## src/rtl/pb_gesture_ctrl.sv

```systemverilog
// Push-button gesture classifier: per-button SHORT/DOUBLE/LONG FSMs feeding a round-robin
// arbitrated event FIFO. Define PB_AUTOREPEAT_EN to emit REPEAT events while a button is held.
module pb_gesture_ctrl #(
  parameter int NUM_PB       = 4,
  parameter int BTN_W        = 2,
  parameter int TICK_DIV     = 50000,
  parameter int LONG_TICKS   = 800,
  parameter int DBL_TICKS    = 250,
  parameter int REPEAT_TICKS = 100,
  parameter int FIFO_DEPTH   = 4
) (
  input  logic              clk,
  input  logic              rst,
  input  logic [NUM_PB-1:0] pb_down,
  input  logic [NUM_PB-1:0] pb_up,
  output logic              ev_valid,
  input  logic              ev_ready,
  output logic [BTN_W-1:0]  ev_btn,
  output logic [1:0]        ev_code,
  output logic              ovf,
  input  logic              ovf_clr
);

  localparam int PTR_W = (FIFO_DEPTH > 1) ? $clog2(FIFO_DEPTH) : 1;
  localparam int CNT_W = $clog2(FIFO_DEPTH + 1);
  localparam int DIV_W = (TICK_DIV > 1) ? $clog2(TICK_DIV) : 1;
  localparam logic [15:0] LONG_T = 16'(LONG_TICKS);
  localparam logic [15:0] DBL_T  = 16'(DBL_TICKS);
`ifdef PB_AUTOREPEAT_EN
  localparam logic [15:0] REP_T  = 16'(REPEAT_TICKS);
`endif

  typedef enum logic [2:0] {
    S_IDLE,
    S_PRESS1,
    S_WAIT2,
    S_PRESS2,
    S_HELD
  } state_t;

  typedef enum logic [1:0] {
    EV_SHORT  = 2'd0,
    EV_DOUBLE = 2'd1,
    EV_LONG   = 2'd2,
    EV_REPEAT = 2'd3
  } ev_code_t;

  // Elaboration-time guards on parameter combinations the datapath cannot represent.
  if ((1 << BTN_W) < NUM_PB) begin : g_chk_btn_w
    $error("BTN_W too narrow for NUM_PB");
  end
  if (FIFO_DEPTH < 2 || (FIFO_DEPTH & (FIFO_DEPTH - 1)) != 0) begin : g_chk_depth
    $error("FIFO_DEPTH must be a power of 2, at least 2");
  end
  if (LONG_TICKS < 1 || LONG_TICKS > 65535 || DBL_TICKS < 1 || DBL_TICKS > 65535 ||
      REPEAT_TICKS < 1 || REPEAT_TICKS > 65535) begin : g_chk_ticks
    $error("tick thresholds must fit the 16-bit timer");
  end

  // ---------------------------------------------------------------- tick prescaler
  logic [DIV_W-1:0] div_cnt;
  logic             tick;

  assign tick = (div_cnt == DIV_W'(TICK_DIV - 1));

  always_ff @(posedge clk or posedge rst) begin
    if (rst) begin
      div_cnt <= '0;
    end else if (tick) begin
      div_cnt <= '0;
    end else begin
      div_cnt <= div_cnt + DIV_W'(1);
    end
  end

  // ---------------------------------------------------------------- arbiter / FIFO signals
  logic [NUM_PB-1:0]      pend;
  logic [NUM_PB-1:0][1:0] pend_code;
  logic [NUM_PB-1:0]      loss;
  logic                   grant_valid;
  logic [BTN_W-1:0]       grant_idx;
  logic [1:0]             grant_code;
  logic [BTN_W-1:0]       last_grant;
  logic                   full;

  // ---------------------------------------------------------------- per-button FSMs
  for (genvar i = 0; i < NUM_PB; i++) begin : g_pb
    state_t     state;
    logic [15:0] timer;
    logic       pend_q;
    ev_code_t   code_q;
    logic       fire;
    ev_code_t   fire_code;
    logic       dn;
    logic       up;
    logic       granted;

    // A press and release in the same cycle cancel out.
    assign dn      = pb_down[i] & ~pb_up[i];
    assign up      = pb_up[i] & ~pb_down[i];
    assign granted = grant_valid && (grant_idx == BTN_W'(i));

    // Emission decode; an edge in the same cycle always beats a timer threshold.
    always_comb begin
      // NOTE: every output gets a default first so no path leaves it unassigned (no latch).
      fire      = 1'b0;
      fire_code = EV_SHORT;
      case (state)
        S_PRESS1: if (!up && timer == LONG_T) begin
          fire      = 1'b1;
          fire_code = EV_LONG;
        end
        S_WAIT2: if (!dn && timer == DBL_T) begin
          fire      = 1'b1;
          fire_code = EV_SHORT;
        end
        S_PRESS2: if (up) begin
          fire      = 1'b1;
          fire_code = EV_DOUBLE;
        end
`ifdef PB_AUTOREPEAT_EN
        S_HELD: if (!up && timer == REP_T) begin
          fire      = 1'b1;
          fire_code = EV_REPEAT;
        end
`endif
        default: ;
      endcase
    end

    always_ff @(posedge clk or posedge rst) begin
      if (rst) begin
        state  <= S_IDLE;
        timer  <= '0;
        pend_q <= 1'b0;
        code_q <= EV_SHORT;
      end else begin
        // NOTE: non-blocking updates; the later timer <= '0 on a transition overrides the tick.
        if (tick && timer != 16'hFFFF) begin
          timer <= timer + 16'd1;
        end
        case (state)
          S_IDLE: if (dn) begin
            state <= S_PRESS1;
            timer <= '0;
          end
          S_PRESS1: if (up) begin
            state <= S_WAIT2;
            timer <= '0;
          end else if (fire) begin
            state <= S_HELD;
            timer <= '0;
          end
          S_WAIT2: if (dn) begin
            state <= S_PRESS2;
            timer <= '0;
          end else if (fire) begin
            state <= S_IDLE;
            timer <= '0;
          end
          S_PRESS2: if (fire) begin
            state <= S_IDLE;
            timer <= '0;
          end
          S_HELD: if (up) begin
            state <= S_IDLE;
            timer <= '0;
          end
`ifdef PB_AUTOREPEAT_EN
          else if (fire) begin
            timer <= '0;
          end
`endif
          default: begin
            state <= S_IDLE;
            timer <= '0;
          end
        endcase

        if (fire) begin
          pend_q <= 1'b1;
          code_q <= fire_code;
        end else if (granted) begin
          pend_q <= 1'b0;
        end
      end
    end

    assign pend[i]      = pend_q;
    assign pend_code[i] = code_q;
    // A new event lands on a pending one that is not being drained this cycle.
    assign loss[i]      = fire & pend_q & ~granted;
  end

  // ---------------------------------------------------------------- round-robin arbiter
  always_comb begin
    int               idx;
    logic [BTN_W-1:0] sel;
    grant_valid = 1'b0;
    grant_idx   = '0;
    idx         = 0;
    sel         = '0;
    if (!full) begin
      for (int off = 1; off <= NUM_PB; off++) begin
        idx = (int'(last_grant) + off) % NUM_PB;
        sel = BTN_W'(idx);
        if (!grant_valid && pend[sel]) begin
          grant_valid = 1'b1;
          grant_idx   = sel;
        end
      end
    end
  end

  assign grant_code = pend_code[grant_idx];

  always_ff @(posedge clk or posedge rst) begin
    if (rst) begin
      last_grant <= '0;
    end else if (grant_valid) begin
      last_grant <= grant_idx;
    end
  end

  // ---------------------------------------------------------------- event FIFO
  logic [BTN_W+1:0] mem [FIFO_DEPTH];
  logic [PTR_W-1:0] wr_ptr;
  logic [PTR_W-1:0] rd_ptr;
  logic [CNT_W-1:0] count;
  logic             push;
  logic             pop;

  assign full     = (count == CNT_W'(FIFO_DEPTH));
  assign ev_valid = (count != '0);
  assign push     = grant_valid;
  assign pop      = ev_valid & ev_ready;
  assign {ev_btn, ev_code} = mem[rd_ptr];

  always_ff @(posedge clk or posedge rst) begin
    if (rst) begin
      // NOTE: the storage is reset because the head drives ev_btn/ev_code, which must read 0.
      for (int k = 0; k < FIFO_DEPTH; k++) begin
        mem[k] <= '0;
      end
      wr_ptr <= '0;
      rd_ptr <= '0;
      count  <= '0;
    end else begin
      if (push) begin
        mem[wr_ptr] <= {grant_idx, grant_code};
        wr_ptr      <= wr_ptr + PTR_W'(1);
      end
      if (pop) begin
        rd_ptr <= rd_ptr + PTR_W'(1);
      end
      case ({push, pop})
        2'b10:   count <= count + CNT_W'(1);
        2'b01:   count <= count - CNT_W'(1);
        default: ;
      endcase
    end
  end

  // ---------------------------------------------------------------- sticky overflow
  always_ff @(posedge clk or posedge rst) begin
    if (rst) begin
      ovf <= 1'b0;
    end else if (|loss) begin
      ovf <= 1'b1;
    end else if (ovf_clr) begin
      ovf <= 1'b0;
    end
  end

endmodule

```

## config.mk

```make
export PLATFORM = sky130hd
export DESIGN_NAME = pb_gesture_ctrl
export DESIGN_NICKNAME = d
export VERILOG_FILES = /design/src/rtl/pb_gesture_ctrl.sv
export SDC_FILE = /design/constraint.sdc
export NUM_CORES = 1
export LEC_CHECK = 0
export CAP_MARGIN = 20
export CORE_ASPECT_RATIO = 1.25
export CORE_MARGIN = 8
export CORE_UTILIZATION = 45
export CTS_CLUSTER_DIAMETER = 120
export DETAILED_ROUTE_END_ITERATION = 8
export HOLD_SLACK_MARGIN = 0.12
export PLACE_DENSITY_LB_ADDON = 0.05
export SLEW_MARGIN = 20
export SYNTH_ARGS = -nofsm -noshare
export SYNTH_HDL_FRONTEND = slang
export SYNTH_SLANG_ARGS = --single-unit
```

## constraint.sdc

```tcl
create_clock -name clk -period 13.6 [get_ports clk]
set_clock_uncertainty 0.1 [all_clocks]
set_input_delay 4.08 -clock clk [delete_from_list [all_inputs] [get_ports clk]]
set_output_delay 4.08 -clock clk [all_outputs]
set_load 0.01 [all_outputs]
```

==> results of run 1 <==
-- worst reg2reg max path, stage by stage, from the launching register on --
cell and delay (ps):
dfrtp_1 390, nor3b_1 190, nor2_1 690, o31ai_1 420, a221o_1 390, and3b_1 180, or4_1 450
-- layer usage --
metal  vias to the layer above  track usage  routed length (um)
met5                         -            0                   0
met4                         0       0.0545                 124
met3                        10       0.0445                 476
met2                        60        0.260                7010
met1                      2603        0.191                6710
li1                       2638            -                   -
-- sequential cells by signal, indices dropped and copies added, names as in the netlist --
register,count
g_pb.timer,64
div_cnt,16
mem,16
g_pb.state,12
g_pb.code_q,8
g_pb.pend_q,4
count,3
last_grant,2
rd_ptr,2
wr_ptr,2
ovf,1
-- power breakdown --
part           leakage [nW]  switching, mW  internal, mW
sequential             1.74         0.0669         0.448
combinational          1.43          0.198         0.139
clock                 0.289          0.173         0.287
-- through the flow --
| step | total power, mW | cells | utilization |
|---|---|---|---|
| floorplan | 0.772 | 747 | - |
| global placement | 0.850 | 958 | 0.478 |
| detailed placement | 0.860 | 958 | 0.478 |
| CTS | 1.33 | 990 | 0.516 |
| global route | 1.40 | 990 | 0.516 |
| finish | 1.31 | 990 | 0.516 |
-- cell usage after synthesis (2+ instances only) --
cell type  number  share of area
xor2_1         43          0.054
o211ai_1        9         0.0096
nand4b_1        2         0.0025
or3_1           5         0.0044
nor4b_1         3         0.0037
nand2_1        83          0.044
ha_1           18          0.032
o21a_1          6         0.0064
nand2b_1        9         0.0080
and2_1          3         0.0027
mux4_2          4          0.013
a21o_1          4         0.0043
nand4_1        28          0.025
nor2b_1        10         0.0089
nor4bb_1        3         0.0043
nand4bb_1       2         0.0032
inv_1          32          0.017
nor3_1         22          0.016
o21ai_0        29          0.021
nor2_1        114          0.061
and4_1          5         0.0062
a221oi_1        2         0.0025
or2_2           2         0.0018
o311ai_1        2         0.0025
and4bb_2        2         0.0036
and3_1         13          0.012
nor3b_1         6         0.0064
buf_4           2         0.0021
xnor2_1        36          0.045
buf_6           2         0.0032
nor4_1         16          0.014
a21oi_1        21          0.015
o31ai_1         2         0.0021
o32ai_1         3         0.0037
nor4b_2         2         0.0043
clkbuf_1        7         0.0037
or4_1           2         0.0021
buf_2           8         0.0057
dfrtp_1       130           0.46
mux2i_1         2         0.0028
nand3_1        18          0.013
o21ai_1         2         0.0014
-- cell families after synthesis --
kind of cell	count (synthesis)	synth area share
mux	6	0.0157
simple gates	359	0.259
flops	130	0.462
compound gates	100	0.0951
buf+inv	54	0.0350
fa+ha+maj	19	0.0349
xor+xnor	79	0.0983
-- final cells by class --
type                       instances  area [sq um]  share of cell area
tap                              212           265              0.0333
clock inverter                    14           165              0.0207
timing repair buffer              21           204              0.0256
inverter                          32           123              0.0154
clock buffer                      18           429              0.0538
multi-input combinational        563          3540               0.443
sequential                       130          3250               0.408
-- final timing paths --
check,from,to,slack [ps],cells past startpoint
min,g_pb[3].code_q[0],g_pb[3].code_q[0],370,2
max,rd_ptr[0],ev_code[1],7400,2
min reg2reg,g_pb[3].code_q[0],g_pb[3].code_q[0],370,2
max in group asynchronous,rst,g_pb[1].timer[4],8270,3
min in group asynchronous,rst,g_pb[3].state[2],4010,2
max reg2reg,count[2],ovf,10660,6
==> flow_metrics.tcl, run 1 <==
set metrics [dict create \
    outcome "completed" \
    postCtsResizedCells 0 \
    syn_area_sq_mm 0.00704 \
    layout_common_cells "dfrtp_1, nor2_1, nand2_1" \
    rsz0062_at_grt "false" \
    crit_buf_inv 1 \
    slew_headroom 0.392 \
    via_per_inst 5.36 \
    cp_max_fo 6 \
    grt_pass1_wl_um 25400 \
    avgSynthCellArea_sq_um 9.42 \
    crit_path_start_kind "flop" \
    routed_wirelength_um 14300 \
    finalCritPeriodShare 0.456 \
    ios 18 \
    hold_viol_final 0 \
    fillers 1458 \
    drt_iter0_markers 301 \
    synth_edf_count 0 \
    h-tree-depth 4 \
    finalSetupViolations 0 \
    die_w_um 128 \
    grt_antenna_before_repair 0 \
    cts.path.max_buffers 2 \
    yosysWarnings 0 \
    pre_cts_slack_ps 7250 \
    fp-row-count 51 \
    clk_latency_ps 420 \
    overflow 0 \
    synth_cell_types 75 \
    cp_top_family "multiplexers" \
    critPathCaptureType "output pin" \
    synthArstFlopShare 1.00 \
    ir_worst_vdd_mv 0.0999 \
    syn_nets 778 \
    slew_viol_final 0 \
    postSynthCellCount 747 \
    dp_hpwl_um 9850 \
    nets 796 \
    vias 5311 \
    crit_path_max_incr_delay_ps 560 \
    fin_area_sq_mm 0.00798 \
    critPathKind "reg2out" \
    hold_buffers 0 \
    crit_chain "mux4_2, clkdlybuf4s50_1" \
    initial_core_util 0.456 \
    worstMarginPinSlew_ps 904 \
    holdWs_ps 370 \
    cts_tree "done" \
    antenna_cells 0 \
    worstPathArrival_ps 2020 \
    die_y_um 156 \
    min_period_ps 6200 \
    layout_commonest_cell "dfrtp_1" \
    cts_root_buf "clkbuf_16" \
    dpl-instance-area_sq_mm 0.00738 \
    seq_area_frac_synth 0.462 \
    drc 0 \
    grt_pass1_vias 5382 \
    drive_gt1_frac 0.0758 \
    p_leak_nw 3.46 \
    cp_slowest_cell "mux4_2" \
    synth_seq_cells 130 \
    drv_cap 0 \
    clk_pin_slew_ps 60 \
    numCtsBuffers 17 \
    firstDrtPassIters 4 \
    coreArea_sq_mm 0.0154 \
    portBuffers 17 \
    grt_util_all_layers 0.157 \
    required_ps 9420 \
    setup_tns_ps 0 \
    grt_max_degree 81 \
    post_cts_buffers 0 \
    worst_slack_ps 7400 \
    die-area_sq_mm 0.0199 \
    hold_path.class "reg2reg" \
    ant_nets 0 \
    fmax_mhz 161 \
    wire_per_inst_um 14.5 \
    synth_ff_type "dfrtp_1" \
    place_congestion 0.748 \
    cts.sinks 130 \
    power.density_mw_per_mm2 164 \
    syn_to_final_growth_pct 13.4 \
]
Note: power is estimated with default switching activity, not from simulation.
==> inputs of run 2 (changes only) <==
==> constraint.sdc (replaced) <==
create_clock -name clk -period 5.3 [get_ports clk]
set_clock_uncertainty 0.1 [all_clocks]
set_input_delay 1.59 -clock clk [delete_from_list [all_inputs] [get_ports clk]]
set_output_delay 1.59 -clock clk [all_outputs]
set_load 0.01 [all_outputs]
==> flow_metrics.tcl, run 2 (synthesized netlist as in run 1, its figures left out) <==
set metrics [dict create \
    outcome "completed" \
    hold_viol_final 0 \
    via_per_inst 5.38 \
    fillers 1447 \
    rr_endpoint "ovf" \
    reg.largest.list "g_pb.timer x64, div_cnt x16, mem x16" \
    finalSetupViolations 0 \
    reg2reg_slack_ps 2340 \
    dpl-instance-area_sq_mm 0.00739 \
    cp-endpoint "ev_code[1]" \
    finalNonFillerCells 990 \
    largest_reg_flops 64 \
    finalCritPeriodShare 0.695 \
    overflow 0 \
    critPathCaptureType "output pin" \
    setup_tns_ps 0 \
    routed_wirelength_um 14200 \
    grt_pass1_vias 5348 \
    grt_antenna_before_repair 0 \
    internal-power_mw 2.29 \
    dp_hpwl_um 9870 \
    cts.sinks 130 \
    pre_cts_slack_ps 1410 \
    pwr-share-seq 0.388 \
    worstPathArrival_ps 1990 \
    die_y_um 156 \
    fin_util 0.518 \
    syn_to_final_growth_pct 13.8 \
    fin_area_sq_mm 0.00801 \
    startpoint "rd_ptr[0]" \
    antenna_cells 0 \
    slew_viol_final 0 \
    place_congestion 0.824 \
    portBuffers 17 \
    post_cts_buffers 0 \
    initial_core_util 0.456 \
    r2r_start "count[2]" \
    cp_max_fo 6 \
    cts_tree "done" \
    drive_gt1_frac 0.0746 \
    postCtsResizedCells 0 \
    coreArea_sq_mm 0.0154 \
    largest-register "g_pb.timer" \
    rsz0062_at_grt "false" \
    required_ps 3610 \
    clk_pin_slew_ps 60 \
    nets 796 \
    cts.path.max_buffers 2 \
    drt_iter0_markers 276 \
    crit_path_start_kind "flop" \
    p_comb_frac 0.256 \
    cts_root_buf "clkbuf_16" \
    layout_common_cells "dfrtp_1, nor2_1, nand2_1" \
    critPathKind "reg2out" \
    vias 5331 \
    holdWs_ps 372 \
    clk_latency_ps 420 \
    drv_cap 0 \
    switching_share 0.325 \
    grt_pass1_wl_um 24800 \
    worstMarginPinSlew_ps 939 \
    ant_nets 0 \
    layout_commonest_cell "dfrtp_1" \
    die_w_um 128 \
    grt_max_degree 68 \
    p_switching_mw 1.10 \
    drc 0 \
    power.density_mw_per_mm2 424 \
    h-tree-depth 4 \
    slew_headroom 0.369 \
    min_period_ps 3680 \
    die-area_sq_mm 0.0199 \
    worst_slack_ps 1620 \
    reg2reg_depth 6 \
    total_power_mw 3.40 \
    fp-row-count 51 \
    hold_buffers 0 \
    fmax_mhz 271 \
    ios 18 \
    place_inst 958 \
    firstDrtPassIters 4 \
    clkPwrFrac 0.356 \
    p_leak_nw 3.47 \
    ir_worst_vdd_mv 0.225 \
    hold_path.class "reg2reg" \
    numCtsBuffers 17 \
    grt_util_all_layers 0.154 \
    wire_per_inst_um 14.4 \
]
run 2: worst max-delay path, cell delays in order (launching register included):
cell and delay [ps]:
dfrtp_1 530, mux4_2 550, clkdlybuf4s50_1 500
run 2: metal layers:
layer,global-route usage,up-vias,share of wire
li1,-,2636,-
met3,0.0342,23,0.030
met5,0,-,0
met1,0.184,2595,0.45
met4,0.0749,0,0.022
met2,0.256,77,0.49
run 2: worst min-delay path by stage:
stage / startpoint / endpoint / depth (start not counted)
after detailed placement: mem[6] / mem[6] / 2
after CTS: mem[6] / mem[6] / 2
after global routing: mem[6] / mem[6] / 2
after floorplan: g_pb[3].code_q[0] / g_pb[3].code_q[0] / 2
final: mem[6] / mem[6] / 2
after global placement: mem[6] / mem[6] / 2
run 2: final cells by class:
cell class	count	area [sq um]	area share
Clock buffer	23	488	0.0610
Timing Repair Buffer	21	213	0.0266
Clock inverter	9	128	0.0159
Inverter	32	123	0.0153
Multi-Input combinational cell	563	3540	0.442
Sequential cell	130	3250	0.406
Tap cell	212	265	0.0331
run 2: power groups by stage:
stage,sequential (mW),combinational [mW],clock [mW]
detailed placement,1.33,0.879,0
finish,1.32,0.870,1.21
floorplan,1.26,0.726,0
global route,1.35,1.00,1.28
global placement,1.33,0.854,0
CTS,1.32,0.882,1.24
